File: src/rtl/scan_shift_ctrl_pkg.sv
// Shared definitions for scan controllers: state encoding and default chain length.
package scan_shift_ctrl_pkg;

   localparam int DEF_CHAIN_LEN = 4;

   typedef enum logic [2:0] {
      ST_IDLE      = 3'd0,
      ST_SHIFT_IN  = 3'd1,
      ST_CAPTURE   = 3'd2,
      ST_SHIFT_OUT = 3'd3,
      ST_DONE      = 3'd4
   } scan_state_t;

   // A state drives se high only while the chain is being shifted.
   function automatic logic is_shift_state(input scan_state_t st);
      return (st == ST_SHIFT_IN) || (st == ST_SHIFT_OUT);
   endfunction

   // busy covers the whole chain-touching window: both shifts and the capture cycle.
   function automatic logic is_busy_state(input scan_state_t st);
      return (st == ST_SHIFT_IN) || (st == ST_CAPTURE) || (st == ST_SHIFT_OUT);
   endfunction

endpackage

File: src/rtl/scan_shift_ctrl_bit_counter.sv
// Bit counter for scan shifting: sync clear, enable, terminal flag on the last bit.
module scan_bit_counter #(
   parameter int CHAIN_LEN = 4,
   parameter int CNT_W     = $clog2(CHAIN_LEN + 1)
) (
   input  logic             clk,
   input  logic             reset_n,
   input  logic             clr,
   input  logic             en,
   output logic [CNT_W-1:0] cnt,
   output logic             term
);

   // Counts shifted bits; clear has priority so every state change restarts at zero.
   always_ff @(posedge clk or negedge reset_n) begin
      if (!reset_n)
         cnt <= '0;
      else if (clr)
         cnt <= '0;
      else if (en)
         cnt <= cnt + CNT_W'(1);
   end

   // Terminal flag marks the last bit of a shift phase.
   always_comb begin
      term = (cnt == CNT_W'(CHAIN_LEN - 1));
   end

endmodule

File: src/rtl/scan_shift_ctrl.sv
// Scan-test sequencer: load pattern, one capture cycle, unload and compare.
module scan_shift_ctrl
   import scan_shift_ctrl_pkg::*;
#(
   parameter int CHAIN_LEN = DEF_CHAIN_LEN
) (
   input  logic                 clk,
   input  logic                 reset_n,
   input  logic                 start,
   input  logic [CHAIN_LEN-1:0] pattern_in,
   input  logic [CHAIN_LEN-1:0] expect_in,
   output logic                 se,
   output logic                 si,
   input  logic                 so,
   output logic                 busy,
   output logic                 done,
   output logic                 pass,
   output logic [CHAIN_LEN-1:0] captured
);

   localparam int CNT_W = $clog2(CHAIN_LEN + 1);

   scan_state_t          state, state_nxt;
   logic                 cnt_clr, cnt_en, term;
   logic [CNT_W-1:0]     cnt;
   logic [CHAIN_LEN-1:0] pat_q, exp_q;
   logic                 accept;

   scan_bit_counter #(
      .CHAIN_LEN (CHAIN_LEN),
      .CNT_W     (CNT_W)
   ) u_cnt (
      .clk     (clk),
      .reset_n (reset_n),
      .clr     (cnt_clr),
      .en      (cnt_en),
      .cnt     (cnt),
      .term    (term)
   );

   assign accept = (state == ST_IDLE) && start;

   // State register.
   always_ff @(posedge clk or negedge reset_n) begin
      if (!reset_n)
         state <= ST_IDLE;
      else
         state <= state_nxt;
   end

   // Next state and counter control; counter clears on every state change.
   always_comb begin
      state_nxt = state;
      cnt_clr   = 1'b0;
      cnt_en    = 1'b0;
      case (state)
         ST_IDLE: begin
            if (start) begin
               state_nxt = ST_SHIFT_IN;
               cnt_clr   = 1'b1;
            end
         end
         ST_SHIFT_IN: begin
            if (term) begin
               state_nxt = ST_CAPTURE;
               cnt_clr   = 1'b1;
            end else begin
               cnt_en = 1'b1;
            end
         end
         ST_CAPTURE: begin
            state_nxt = ST_SHIFT_OUT;
            cnt_clr   = 1'b1;
         end
         ST_SHIFT_OUT: begin
            if (term) begin
               state_nxt = ST_DONE;
               cnt_clr   = 1'b1;
            end else begin
               cnt_en = 1'b1;
            end
         end
         ST_DONE: begin
            state_nxt = ST_IDLE;
            cnt_clr   = 1'b1;
         end
         default: begin
            state_nxt = ST_IDLE;
            cnt_clr   = 1'b1;
         end
      endcase
   end

   // Control outputs registered from the next state so they switch cleanly at the edge.
   always_ff @(posedge clk or negedge reset_n) begin
      if (!reset_n) begin
         se   <= 1'b0;
         busy <= 1'b0;
         done <= 1'b0;
      end else begin
         se   <= is_shift_state(state_nxt);
         busy <= is_busy_state(state_nxt);
         done <= (state_nxt == ST_DONE);
      end
   end

   // Pattern serializer, capture deserializer and result compare.
   // si is registered one bit ahead: the accept edge presents the MSB, and each
   // non-final shift edge presents the bit selected by the current count.
   always_ff @(posedge clk or negedge reset_n) begin
      if (!reset_n) begin
         pat_q    <= '0;
         exp_q    <= '0;
         si       <= 1'b0;
         pass     <= 1'b0;
         captured <= '0;
      end else if (accept) begin
         pat_q <= pattern_in;
         exp_q <= expect_in;
         si    <= pattern_in[CHAIN_LEN-1];
         pass  <= 1'b0;
      end else begin
         case (state)
            ST_SHIFT_IN: begin
               if (term)
                  si <= 1'b0;
               else
                  si <= pat_q[CHAIN_LEN - 2 - int'(cnt)];
            end
            ST_SHIFT_OUT: begin
               // so still shows the pre-shift last flop at this edge.
               captured <= {captured[CHAIN_LEN-2:0], so};
               if (term)
                  pass <= ({captured[CHAIN_LEN-2:0], so} == exp_q);
            end
            default: si <= 1'b0;
         endcase
      end
   end

endmodule
File: config.mk
export PLATFORM = sky130hd
export DESIGN_NAME = scan_shift_ctrl
export DESIGN_NICKNAME = d
export VERILOG_FILES = /design/src/rtl/scan_shift_ctrl_pkg.sv /design/src/rtl/scan_shift_ctrl_bit_counter.sv /design/src/rtl/scan_shift_ctrl.sv
export SDC_FILE = /design/constraint.sdc
export NUM_CORES = 1
export LEC_CHECK = 0
export ABC_CLOCK_PERIOD_IN_PS = 1500
export BUFFER_PORTS_ARGS = -buffer_cell sky130_fd_sc_hd__buf_2
export CAP_MARGIN = 20
export CORE_MARGIN = 2
export CORE_UTILIZATION = 52
export DETAILED_ROUTE_END_ITERATION = 8
export PLACE_DENSITY = 0.85
export SLEW_MARGIN = 20
export SYNTH_ARGS = -nofsm -noshare
export SYNTH_HDL_FRONTEND = slang
export SYNTH_SLANG_ARGS = --single-unit
export TNS_END_PERCENT = 50
File: constraint.sdc
create_clock -name clk -period 1.5 [get_ports clk]
set_input_delay 0 -clock clk [delete_from_list [all_inputs] [get_ports clk]]
set_output_delay 0 -clock clk [all_outputs]
set_load 0.02 [all_outputs]
; ---- Yosys cells after proc, flatten, opt, wreduce, memory -nomap -nowiden
; Cells that the tools add are included.
; Widths: inputs -> output; s select.
[op_classes]
n_reduce_logical = 11
n_eq_ne = 10
muxes = 20
addsub = 2
magnitude_cmp = 1
bitwise = 1
[op_table]
columns = cell, n
row1 = $eq 3x2->1 const B, 5
row2 = $mux 3, 5
row3 = $pmux 3 s4, 1
row4 = $mux 1, 11
row5 = $eq 3x1->1 const B, 2
row6 = $reduce_bool 2->1, 3
row7 = $eq 4x4->1, 1
row8 = $lt 4x4->1 const B, 1
row9 = $pmux 1 s2, 2
row10 = $reduce_and 2->1, 2
row11 = $sub 2x3->4 const A, 1
row12 = $add 3x1->3 const B, 1
row13 = $eq 3x3->1 const B, 1
row14 = $logic_not 3->1, 1
row15 = $logic_or 1x1->1, 3
row16 = $bmux 1 s2, 1
row17 = $ne 2x2->1 const B, 1
row18 = $reduce_or 2->1, 1
row19 = $logic_and 1x1->1, 1
row20 = $not 1->1, 1
[totals]
in_bits = 12
output_inout_bits = 9
word_cells = 55
register_bits = 23

; ---- Depth between registers and ports, before layout
[depth]
word_depth = 7
depth_mapped = 5
ltp_nobuf = 5

; ---- By module
; Synthesis repeated with hierarchy kept, for this count alone.
[hier_totals]
cells_unflattened = 75
hier_area_um2 = 1017.2
[modules_own_cells]
columns = module, area_each_um2, cells_each, seq_area_each_um2, instances
row1 = scan_shift_ctrl, 875.8, 63, 500.5, 1
row2 = scan_bit_counter, 141.4, 12, 75.1, 1

; ---- Worst setup path after synthesis
; Ideal clock, no wire load.
[synth_timing]
path_kind = register -> register
from = register u_cnt.cnt[0]
to = register pass
period_less_slack_ns = 1.356
path_buffers = 0
setup_time_ns = 0.101
stages_incl_launch_ff = 5
t_required_ns = 1.399
t_arrival_ns = 1.256
setup_slack_ns = 0.144
path_cell_list = dfrtp_1 ha_1 ha_1 and4b_1 o32ai_1
[synth_between]
elab_chain_cells = 3
[synth_rtl]
columns = item, line
row1 = start: declaration, scan_shift_ctrl_bit_counter.sv:10  ; output logic [CNT_W-1:0] cnt,
row2 = start signal: assignment, scan_shift_ctrl_bit_counter.sv:21  ; cnt <= cnt + CNT_W'(1);
row3 = $eq 3x2->1, scan_shift_ctrl_bit_counter.sv:26  ; term = (cnt == CNT_W'(CHAIN_LEN - 1));
row4 = $reduce_bool 2->1 (no source line), -
row5 = $reduce_and 2->1 (no source line), -
row6 = end signal: assignment, scan_shift_ctrl.sv:134  ; pass <= ({captured[CHAIN_LEN-2:0], so} == exp_q);
row7 = end: declaration, scan_shift_ctrl.sv:17  ; output logic pass,
; No other way between the ends.
; A chain may end at the register's enable or synchronous reset.

; ---- Worst setup path in the final report
; Ends and elaborated chain as after synthesis.

==> impl_metrics.yaml <==
routing:
  vias_per_cell: 4.92
  ant_nets: 0
  num_vias: 773
  avgRoutedWirePerCell_um: 12.7
  drcViolationCount: 0
  drt_iter0_drc: 1
  wirelength_um: 2000
  drt_first_pass_iters: 2
logic_synthesis:
  synthCells: 95
  synth_top_cell_area_share_pct: 56.0
  yosys_warnings: 0
  ys_ff_latch: 23
  synth_area_leaders: "dfrtp_1, nand2_1, mux2_2, xnor2_1, ha_1"
  yosysUniqueCellTypes: 25
  mappedNetlistArea_sq_mm: 0.00103
  syn_nets: 109
  yosysSeqAreaShare_pct: 56.0
  syn_area_per_cell_sq_um: 10.8
  synth_top_area_cell: "dfrtp_1"
final_layout:
  drive_gt1_share_pct: 30.0
  fillers: 151
  antenna_cells: 0
  final_cell_mix: "nand2_1, dfrtp_1, buf_2"
  area_growth_pct: 27.9
  multi_input_area_sq_um: 428
  seq_area_sq_um: 576
  layout_commonest_cell: "nand2_1"
  nNetsFinal: 145
pwr:
  p_per_area_mw_per_mm2: 1910
  finalPower_uw: 2510
  switchingPower_uw: 967
  ir_drop_mv: 1.13
  combinationalPowerShare_pct: 46.1
  seq_power_share_pct: 42.5
  p_leak_uw: 0.000639
  p_int_uw: 1540
  p_clk_share_pct: 11.4
  netSwitchingFraction_pct: 38.5
clocking:
  cts-root-buf: "clkbuf_4"
  cts_buffers: 3
  cts.path.max_buffers: 2
  clk_pin_slew_ps: 130
  cts.sinks: 23
  cts_tree: "yes"
  clk_latency_ps: 310
  htreeDepth: 1
floorplanning:
  row_count: 16
  start_util_pct: 54.0
  die_w_um: 48.4
  die_area_sq_mm: 0.00235
  core_area_sq_mm: 0.00190
  boundaryPins: 21
  die_h_um: 48.4
critical_path:
  r2r_cells: 4
  path_cells: "ha_1 -> ha_1 -> and4b_1 -> o32ai_2"
  crit_type: "reg -> reg"
  critPathMaxFanout: 5
  cp_slowest_cell: "dfrtp_1"
  crit_top_cell: "ha_1"
  worstPathRequired_ps: 1730
  critPathLaunchType: "register"
  cp-end-kind: "register"
  timing.rr.end: "pass$_DFFE_PN0P_"
  ff2ff_setup_slack_ps: 90
  arrival_ps: 1640
  cpPeakStageDelay_ps: 420
  r2r_start: "u_cnt.cnt[0]$_DFFE_PN0P_"
global_route:
  grt_usage_pct: 19.4
  grt_max_degree: 24
  grt_pass1_wl_um: 3550
  first_global_vias: 810
  gr-total-overflow: 0
  antenna_found_initial: 0
timing:
  max-slew-margin-rel_pct: 65.4
  final_min_period_over_clock_period_pct: 93.7
  finClkSkew_ps: 7.54
  tightest_slew_ps: 515
  slew_viol_final: 0
  setup_viol: 0
  max_freq_ghz: 0.712
  min_period_ps: 1410
  rsz0062_at_grt: "no"
  hold_viol_final: 0
  finalSetupTns_ps: 0
run_status:
  status: "finished clean"
job:
  cap_violations: 0
hold_path:
  min_path_type: "in -> reg"
  worstHoldEndpoint: "si$_DFFE_PN0N_"
  hold_depth: 3
  hold_path_startpoint: "start"
placement:
  hpwlAfterDp_um: 1400
  port_buffers: 20
  place.gp.congestion: 0.766
logic make-up (layout without fill, tap and decap cells):
group | Yosys count | in the layout | share of synthesized area, %
AO/OA/AOI/OAI | 6 | 6 | 3.65
multiplexers | 5 | 5 | 6.58
flip-flops | 23 | 23 | 56.0
adder cells (fa/ha/maj) | 2 | 2 | 2.44
buffers and inverters | 7 | 42 | 3.53
XOR/XNOR | 5 | 5 | 4.26
AND/OR/NAND/NOR | 47 | 47 | 23.5
repair_timing:
action                                  in CTS  in global routing
hold endpoints to repair                    33                  0
hold buffers                                10                  0
setup buffers                                0                  1
gates resized for setup                      0                  2
endpoints found under the setup margin       0                  2
cells in the mapped netlist:
cell type / number
nor2b_2: 1
and4b_1: 2
nor2_1: 3
dfrtp_1: 23
nand2b_1: 1
mux4_2: 1
o21ai_0: 3
xnor2_1: 4
or4b_1: 1
o32ai_1: 1
nor3_1: 1
o21bai_1: 1
nor3b_1: 2
mux2_2: 4
a31oi_1: 1
buf_4: 2
nor4_1: 1
nor4b_4: 1
ha_1: 2
nand2_1: 29
buf_2: 2
nand2_2: 1
nand3_1: 4
inv_1: 3
xor2_1: 1
worst max path at each step:
stage,startpoint,to,cells past startpoint,slack (ps)
after floorplan,u_cnt.cnt[0]$_DFFE_PN0P_,pass$_DFFE_PN0P_,4,140
after global placement,u_cnt.cnt[0]$_DFFE_PN0P_,pass$_DFFE_PN0P_,4,120
after detailed placement,u_cnt.cnt[0]$_DFFE_PN0P_,busy$_DFF_PN0_,5,30
after CTS,u_cnt.cnt[0]$_DFFE_PN0P_,busy$_DFF_PN0_,5,9
after global routing,state[2]$_DFF_PN0_,pat_q[3]$_DFFE_PN0P_,3,30
final,u_cnt.cnt[0]$_DFFE_PN0P_,pass$_DFFE_PN0P_,4,90
through the flow:
stage          worst slack (ps)  hold slack, ps  utilization, %  area (sq um)  cells
2_1_floorplan               144            -296               -          1030     95
3_3_place_gp                116           -13.8            61.3          1170    142
4_1_cts                    8.80            3.23            68.0          1290    156
5_1_grt                    25.3            15.4            69.1          1310    157
3_5_place_dp               30.0           -4.15            61.3          1170    142
6_report                   94.6            1.24            69.1          1310    157
registers in the layout (all words and copies together) (netlist names):
| name | cells |
|---|---|
| captured | 4 |
| si | 1 |
| exp_q | 4 |
| busy | 1 |
| pass | 1 |
| pat_q | 4 |
| done | 1 |
| se | 1 |
| state | 3 |
| u_cnt.cnt | 3 |
final cells by class:
class | count | share of cell area [%]
Clock inverter | 1 | 0.381
Sequential cell | 23 | 43.8
Tap cell | 27 | 2.57
Multi-Input combinational cell | 65 | 32.6
Inverter | 3 | 0.857
Clock buffer | 3 | 1.71
Timing Repair Buffer | 35 | 18.1
power groups by stage:
stage                     Clock, uW  Combinational, uW  Sequential (uW)
after floorplan                   0                683             1180
after global placement            0               1040             1060
after detailed placement          0               1090             1090
after CTS                       286               1110             1080
after global routing            308               1280             1100
final                           285               1160             1070
critical path: cells and delay by family, from the launching register on:
family	cells	cell delay, ps
DFF	1	420
AOI/OAI and AO/OA	1	240
adders and majority gates	2	430
and+or+nand+nor	1	250
routing by layer:
metal	wire length [um]	part of all wire [%]	GRT usage (%)
met5	0	0	0
met4	20	1.0	5.71
met3	30	1.5	1.85
met2	1110	55	35.4
met1	838	42	24.6
Note: power is estimated with default switching activity, not from simulation.
